### config.mk
export PLATFORM = sky130hd
export DESIGN_NAME = cp0_ext
export DESIGN_NICKNAME = d
export VERILOG_FILES = /design/src/rtl/cp0_pkg.sv /design/src/rtl/cp0_timer.sv /design/src/rtl/cp0_ext.sv
export SDC_FILE = /design/constraint.sdc
export NUM_CORES = 1
export LEC_CHECK = 0
export BUFFER_PORTS_ARGS = -buffer_cell sky130_fd_sc_hd__buf_4
export CAP_MARGIN = 20
export CORE_MARGIN = 4
export CORE_UTILIZATION = 47
export DETAILED_ROUTE_END_ITERATION = 6
export MAX_ROUTING_LAYER = met4
export PLACE_DENSITY = 0.81
export SETUP_SLACK_MARGIN = 0.02
export SYNTH_ARGS = -nofsm -noshare
export SYNTH_HDL_FRONTEND = slang
export SYNTH_SLANG_ARGS = --single-unit
### constraint.sdc
create_clock -name Clock -period 2 [get_ports Clock]
set_input_delay 0.1 -clock Clock [delete_from_list [all_inputs] [get_ports Clock]]
set_output_delay 0.1 -clock Clock [all_outputs]
set_load 0.1 [all_outputs]
### src/rtl/cp0_pkg.sv
// Shared CP0 definitions: register addresses, exception codes, field positions.
// Optional timer build switch: CP0_TIMER_EN.
package cp0_pkg;

  localparam logic [4:0] REG_COUNT   = 5'd9;
  localparam logic [4:0] REG_COMPARE = 5'd11;
  localparam logic [4:0] REG_SR      = 5'd12;
  localparam logic [4:0] REG_CAUSE   = 5'd13;
  localparam logic [4:0] REG_EPC     = 5'd14;
  localparam logic [4:0] REG_PRID    = 5'd15;

  localparam logic [4:0] EXC_INT  = 5'd0;
  localparam logic [4:0] EXC_ADEL = 5'd4;
  localparam logic [4:0] EXC_ADES = 5'd5;
  localparam logic [4:0] EXC_RI   = 5'd10;
  localparam logic [4:0] EXC_OV   = 5'd12;

  localparam int SR_IE        = 0;
  localparam int SR_EXL       = 1;
  localparam int IM_LO        = 10;
  localparam int IP_LO        = 10;
  localparam int CAUSE_EXC_LO = 2;
  localparam int CAUSE_BD     = 31;

  // A delay-slot victim restarts at the branch, one word earlier.
  function automatic logic [31:0] epc_of(input logic [31:0] pc, input logic bd);
    logic [31:0] aligned;
    aligned = pc & 32'hFFFF_FFFC;
    return bd ? aligned - 32'd4 : aligned;
  endfunction

endpackage

### src/rtl/cp0_timer.sv
// Count/Compare timer: free-running Count, pending flag raised on Count hitting Compare.
// Only instantiated when CP0_TIMER_EN is defined.
module cp0_timer
  import cp0_pkg::*;
(
  input  logic        clk,
  input  logic        reset,
  input  logic        we,
  input  logic [4:0]  wa,
  input  logic [31:0] wd,
  output logic [31:0] count,
  output logic [31:0] compare,
  output logic        pend
);

  logic [31:0] count_inc;
  logic        load_count;
  logic        load_compare;

  assign count_inc    = count + 32'd1;
  assign load_count   = we && (wa == REG_COUNT);
  assign load_compare = we && (wa == REG_COMPARE);

  always_ff @(posedge clk) begin
    if (reset) begin
      count   <= 32'd0;
      compare <= 32'd0;
      pend    <= 1'b0;
    end else begin
      count <= load_count ? wd : count_inc;
      if (load_compare) begin
        compare <= wd;
      end
      // Software acknowledges the timer by rewriting Compare; that beats a same-cycle hit.
      if (load_compare) begin
        pend <= 1'b0;
      end else if (!load_count && (count_inc == compare)) begin
        pend <= 1'b1;
      end
    end
  end

endmodule

### src/rtl/cp0_ext.sv
// Coprocessor 0: SR/Cause/EPC/PRId, exception entry/return, masked interrupt request.
// Build with CP0_TIMER_EN to add Count/Compare and a timer interrupt on IP[TIMER_LINE].
module cp0_ext
  import cp0_pkg::*;
#(
  parameter int          N_HWINT    = 6,
  parameter logic [31:0] PRID       = 32'h4255_4141,
  parameter int          TIMER_LINE = 5,
  parameter logic [31:0] EPC_RESET  = 32'h0000_0000
) (
  input  logic               Clock,
  input  logic               Reset,
  input  logic               WE,
  input  logic [4:0]         WA,
  input  logic [31:0]        WD,
  input  logic [4:0]         RA,
  output logic [31:0]        RD,
  input  logic               ExlSet,
  input  logic               ExlClr,
  input  logic [31:0]        PC,
  input  logic               BD,
  input  logic [4:0]         ExcCode,
  input  logic [N_HWINT-1:0] HWInt,
  output logic               IntReq,
  output logic [31:0]        EPC
);

  logic [N_HWINT-1:0] im;
  logic [N_HWINT-1:0] ip;
  logic [N_HWINT-1:0] hw_eff;
  logic               ie;
  logic               exl;
  logic               cause_bd;
  logic [4:0]         exc_code;
  logic [31:0]        epc_q;
  logic               sr_wr;
  logic               epc_wr;

  assign sr_wr  = WE && (WA == REG_SR);
  assign epc_wr = WE && (WA == REG_EPC);

`ifdef CP0_TIMER_EN
  logic [31:0] count;
  logic [31:0] compare;
  logic        timer_pend;

  cp0_timer u_timer (
    .clk     (Clock),
    .reset   (Reset),
    .we      (WE),
    .wa      (WA),
    .wd      (WD),
    .count   (count),
    .compare (compare),
    .pend    (timer_pend)
  );

  assign hw_eff = HWInt | (N_HWINT'(timer_pend) << TIMER_LINE);
`else
  assign hw_eff = HWInt;
`endif

  always_ff @(posedge Clock) begin
    if (Reset) begin
      im       <= '0;
      ip       <= '0;
      ie       <= 1'b0;
      exl      <= 1'b0;
      cause_bd <= 1'b0;
      exc_code <= 5'd0;
      epc_q    <= EPC_RESET;
    end else begin
      ip <= hw_eff;
      if (sr_wr) begin
        im  <= WD[IM_LO +: N_HWINT];
        ie  <= WD[SR_IE];
        exl <= WD[SR_EXL];
      end
      // Exception entry owns EXL/Cause/EPC this cycle; eret and mtc0 only act otherwise.
      if (ExlSet) begin
        exl      <= 1'b1;
        cause_bd <= BD;
        exc_code <= ExcCode;
        epc_q    <= epc_of(PC, BD);
      end else begin
        if (ExlClr) begin
          exl <= 1'b0;
        end
        if (epc_wr) begin
          epc_q <= WD;
        end
      end
    end
  end

  assign IntReq = (|(ip & im)) & ie & ~exl;
  assign EPC    = epc_q;

  always_comb begin
    RD = 32'd0;
    case (RA)
      REG_SR: begin
        RD[IM_LO +: N_HWINT] = im;
        RD[SR_EXL]           = exl;
        RD[SR_IE]            = ie;
      end
      REG_CAUSE: begin
        RD[CAUSE_BD]             = cause_bd;
        RD[IP_LO +: N_HWINT]     = ip;
        RD[CAUSE_EXC_LO +: 5]    = exc_code;
      end
      REG_EPC:     RD = epc_q;
      REG_PRID:    RD = PRID;
`ifdef CP0_TIMER_EN
      REG_COUNT:   RD = count;
      REG_COMPARE: RD = compare;
`endif
      default:     RD = 32'd0;
    endcase
  end

endmodule

# Yosys cells after proc, flatten, opt, wreduce, memory -nomap -nowiden
# Index checks and enable logic that the tools add are counted.
dict set report totals {
  reg_bits 52
  latchBits 0
  ram_bits 0
  rom_bits 0
  input_bits 91
  output_inout_bits 65
  elab_cells 35
  mem_count 0
}
dict set report op_classes {
  n_addsub 1
  multipliers 0
  div 0
  order_cmp 0
  eq_ne 6
  shift 0
  n_mux 12
  bitwise_logic 4
  reduce_logical 5
}
# cell count
set ops {}
lappend ops {{two-way mux 32 bit} 3}
lappend ops {{subtractor 32 x 3 -> 32 bit (second input constant)} 1}
lappend ops {{== test 5 x 4 -> 1 bit (second input constant)} 6}
lappend ops {{one-hot mux 15 bit (2 select lines)} 1}
lappend ops {{one-hot mux 6 bit (4 select lines)} 1}
lappend ops {{one-hot mux 5 bit (3 select lines)} 1}
lappend ops {{bitwise AND 6 bit} 1}
lappend ops {{one-hot mux 2 bit (3 select lines)} 1}
lappend ops {{one-hot mux 3 bit (2 select lines)} 1}
lappend ops {{OR reduction 6 bit} 1}
lappend ops {{two-way mux 1 bit} 3}
lappend ops {{nonzero test 3 bit} 1}
lappend ops {{bitwise AND 1 bit} 2}
lappend ops {{logical AND 1 bit} 2}
lappend ops {{one-hot mux 1 bit (2 select lines)} 1}
lappend ops {{nonzero test 2 bit} 1}
lappend ops {{NOT 1 bit} 1}

# Logic depth before layout (Yosys ltp)
dict set report depth {
  depth_word 5
  ltp_mapped 7
  depth_no_buf 6
}

# Worst setup path before layout
# Ideal clock, no wire load.
dict set report synth_path {
  kind {reg-to-output}
  startpoint {register epc_q[1], in the netlist EPC[1]}
  endpoint {output port RD[1]}
  arrival_time_ns 3.174
  t_required_ns 1.900
  slack_ns -1.274
  path_stages_with_launch 3
  n_path_buf 0
  cell_sequence {dfxtp_1 -> mux2i_1 -> nor3_1}
}
dict set report synth_via {
  elab_chain_cells 1
}
# element line
set synth_lines {}
lappend synth_lines {{start, declared} cp0_ext.sv:35} ;# logic [31:0] epc_q;
lappend synth_lines {{start signal, assigned} cp0_ext.sv:84} ;# epc_q <= epc_of(PC, BD);
lappend synth_lines {{one-hot mux 2 bit (3 select lines)} cp0_ext.sv:101} ;# case (RA)
lappend synth_lines {{end, declared} cp0_ext.sv:17} ;# output logic [31:0] RD,
# No other way between the ends.

# Worst setup path after layout
dict set report layout_path {
  startpoint {input port RA[0]}
  endpoint {output port RD[5]}
}
dict set report layout_via {
  elab_chain_cells 2
  elab_cells_between_ends 4
  classes_between {eq/ne: 3; mux: 1}
}
# element line
set layout_lines {}
lappend layout_lines {{start, declared} cp0_ext.sv:16} ;# input logic [4:0] RA,
lappend layout_lines {{== test 5 x 4 -> 1 bit} cp0_ext.sv:101}
lappend layout_lines {{one-hot mux 5 bit (3 select lines) *} cp0_ext.sv:101}
# Every way passes the cells marked *; elsewhere a longest branch is shown, timed or not.

==> qor.csv <==
stage;metric;value;unit
outcome;outcome;finished, final reports clean;
placement;place_congestion;0.954;
floorplan;core_area;6790;µm²
placement;dpl.hpwl;8450;µm
global_route;antenna_found_initial;0;
pwr;total_power;2.70;mW
floorplan;ios;156;
sta;setup_viol;0;
cts;root_buffer;clkbuf_8;
sta;tns;0;ns
sta;skew;0;ns
sta;fin_ws;0.202;ns
synth;syn-instance-count;403;
synth;async_flop_share;0;
global_route;groute.usage.overall;0.259;
pwr;p_leak;2.06;nW
run;max_cap_violations;0;
sta;fin_crit;1.80;ns
hold_path;hp-class;in2reg;
cts;clkSinkCount;52;
synth;synth_area_leaders;dfxtp_1, a211oi_1, and3_1, nor2_1, mux2i_1;
sta;timing.hold.ws;0.00509;ns
floorplan;die_area;8430;µm²
synth;synth.ff_latch_count;52;
detailed_routing;drtIter0Drc;220;
global_route;gr-max-usage-layer;met2;
sta;finalHoldViolCount;0;
sta;relSlewSlack;0.416;
global_route;grt_pass1_vias;3565;
pwr;p_per_area;559;nW/µm²
cts;cts_buffers;5;
final_layout;n_antenna_cell;0;
global_route;grt_overflow_total;0;
placement;place_ws;-0.0117;ns
cts;cts_tree;done;
synth;synth.distinct_cells;45;
cts;cts_resized;0;
floorplan;fp.dieH;91.8;µm
cts;path_clk_slew;0.10;ns
critical_path;worstPathRequired;1.90;ns
final_layout;nets;643;
placement;io_buffers;153;
cts;htree_levels;2;
sta;post-route-period-util;0.899;
synth;yosysTopAreaCell;dfxtp_1;
sta;slew_viol_final;0;
synth;synth_edf_count;0;
cts;insertion_delay;0.30;ns
global_route;met1_usage;0.333;
detailed_routing;antenna_left;0;
floorplan;initial_core_util;0.486;
synth;synth_top_area_share;0.315;
global_route;use_met3;0.0394;
pwr;peakVddDrop;0.000341;V
detailed_routing;drt-pass1-iter-count;5;
sta;rsz0062_at_grt;no;
synth;syn_area_per_cell;8.19;µm²
synth;synth_area;3300;µm²
critical_path;arrival;1.70;ns
critical_path;endpoint_kind;output pin;
global_route;grt_first_pass_wirelength;17500;µm
critical_path;path_class;in2out;
critical_path;worst-path-max-fanout;22;
global_route;grt_max_degree;53;
sta;fmax;0.556;GHz
detailed_routing;vias_per_cell;5.88;
detailed_routing;route.vias.total;3807;
synth;synth.yosys.seq_area_share;0.315;
synth;syn_nets;495;
synth;synth_flop_cell;dfxtp_1;
global_route;use_met2;0.434;
detailed_routing;detail_route.wl_per_cell;17.2;µm
detailed_routing;drc;0;
floorplan;die_w;91.8;µm
cts;clock_path_buffers;2;
final_layout;area_growth;46.2;%
sta;worstMarginPinSlew;0.874;ns
final_layout;layout-drive-gt1-share;0.393;
detailed_routing;drt-total-wl;11100;µm
synth;yosysWarnings;0;
critical_path;cp-start-kind;input pin;
floorplan;core.rowCount;30;
[cells in the mapped netlist (2+ instances only)]
cell type and count:
o211a_1 2, clkbuf_8 5, clkbuf_1 23, a211oi_1 42, or3_1 5, a22oi_1 8, mux2i_1 15, xor2_1 9
nand3b_1 3, buf_2 3, o21ai_0 5, dfxtp_1 52, nor2b_1 11, inv_1 8, or2_2 2, nand3_1 11
o41ai_1 2, a21oi_1 14, or4_1 12, buf_1 3, a311oi_1 16, xnor2_1 2, o31ai_1 11, nand4_1 5
nor2_1 42, and3_1 29, nand2_1 17, and2_1 11, nand4b_1 4, a21bo_2 2, nor3_1 6, nor4_1 10
[critical path, cell delays in order]
cell and delay (ns):
buf_4 0.20, nor2b_1 0.70, a22oi_1 0.26, nor2_4 0.13, buf_4 0.29
[report_power, final]
group	internal [mW]	switching (mW)
combinational	0.293	0.630
sequential	1.10	0.0486
clock	0.282	0.350
[cell families (layout without fill, tap and decap cells)]
kind of cell / count (synthesis) / count (layout) / share of synthesized area
AND/OR/NAND/NOR: 175 / 175 / 0.301
AO/OA/AOI/OAI: 105 / 105 / 0.235
flip-flops: 52 / 52 / 0.315
buffers and inverters: 44 / 193 / 0.0697
multiplexers: 15 / 15 / 0.0455
XOR/XNOR: 11 / 11 / 0.0292
adder cells (fa/ha/maj): 1 / 1 / 0.00379
[routing by layer]
layer | vias up | wire length (µm) | share of wire
met5 | - | 0 | 0
met4 | 0 | 112 | 0.010
met3 | 10 | 826 | 0.074
met2 | 185 | 5540 | 0.50
met1 | 1789 | 4640 | 0.42
li1 | 1823 | - | -
[area by class of cell]
type | instances | area, µm²
inverter | 8 | 30.0
sequential | 52 | 1040
multi-input combinational | 307 | 2210
clock inverter | 1 | 7.51
fill | 562 | 1970
timing repair buffer | 177 | 1330
clock buffer | 7 | 86.3
tap | 96 | 120
[state kept, by name, summed over array words and instances, names as in the netlist]
| register | count |
|---|---|
| exl | 1 |
| ip | 6 |
| exc_code | 5 |
| im | 6 |
| ie | 1 |
| EPC | 32 |
| cause_bd | 1 |
[layout by cell type (no fill, tap or decap), types with 2 or more instances in the layout]
cell type,count
buf_4,175
dfxtp_1,49
a211oi_1,42
and3_1,29
nor2_1,25
nor2_4,17
nand2_1,17
mux2i_1,15
a311oi_1,15
a21oi_1,12
or4_1,12
and2_1,11
nand3_1,11
o31ai_1,11
nor2b_1,10
nor4_1,10
xor2_1,9
inv_1,8
a22oi_1,8
clkbuf_8,6
o21ai_0,5
or3_1,5
nand4_1,5
nand4b_1,4
nor3_1,4
dfxtp_2,3
nand3b_1,3
a21oi_4,2
o41ai_1,2
xnor2_1,2
a21bo_2,2
o211a_1,2
or2_2,2
dlygate4sd3_1,2
[timing repair]
item | in CTS | in global routing
hold endpoints to repair | 2 | 0
hold buffers | 2 | 0
setup buffers | 0 | 0
[path summary, 6_finish.rpt]
check                                     startpoint  depth (start not counted)                   end  slack [ns]
worst max-delay path                           RA[0]                          5                 RD[5]        0.20
worst min-delay path                        HWInt[1]                          2      ip[1]$_SDFF_PP0_       0.005
worst max register to register  EPC[31]$_SDFFE_PP0P_                          3  EPC[31]$_SDFFE_PP0P_        0.90
worst min register to register    im[4]$_SDFFE_PP0P_                          2    im[4]$_SDFFE_PP0P_        0.47
[stage by stage]
stage | cells | cell area (µm²) | utilization
after floorplan | 403 | 3480 | -
after global placement | 638 | 4710 | 0.694
after detailed placement | 638 | 4710 | 0.694
after CTS | 648 | 4830 | 0.711
after global routing | 648 | 4830 | 0.711
final | 648 | 4830 | 0.711
(Power assumes the default switching activity.)
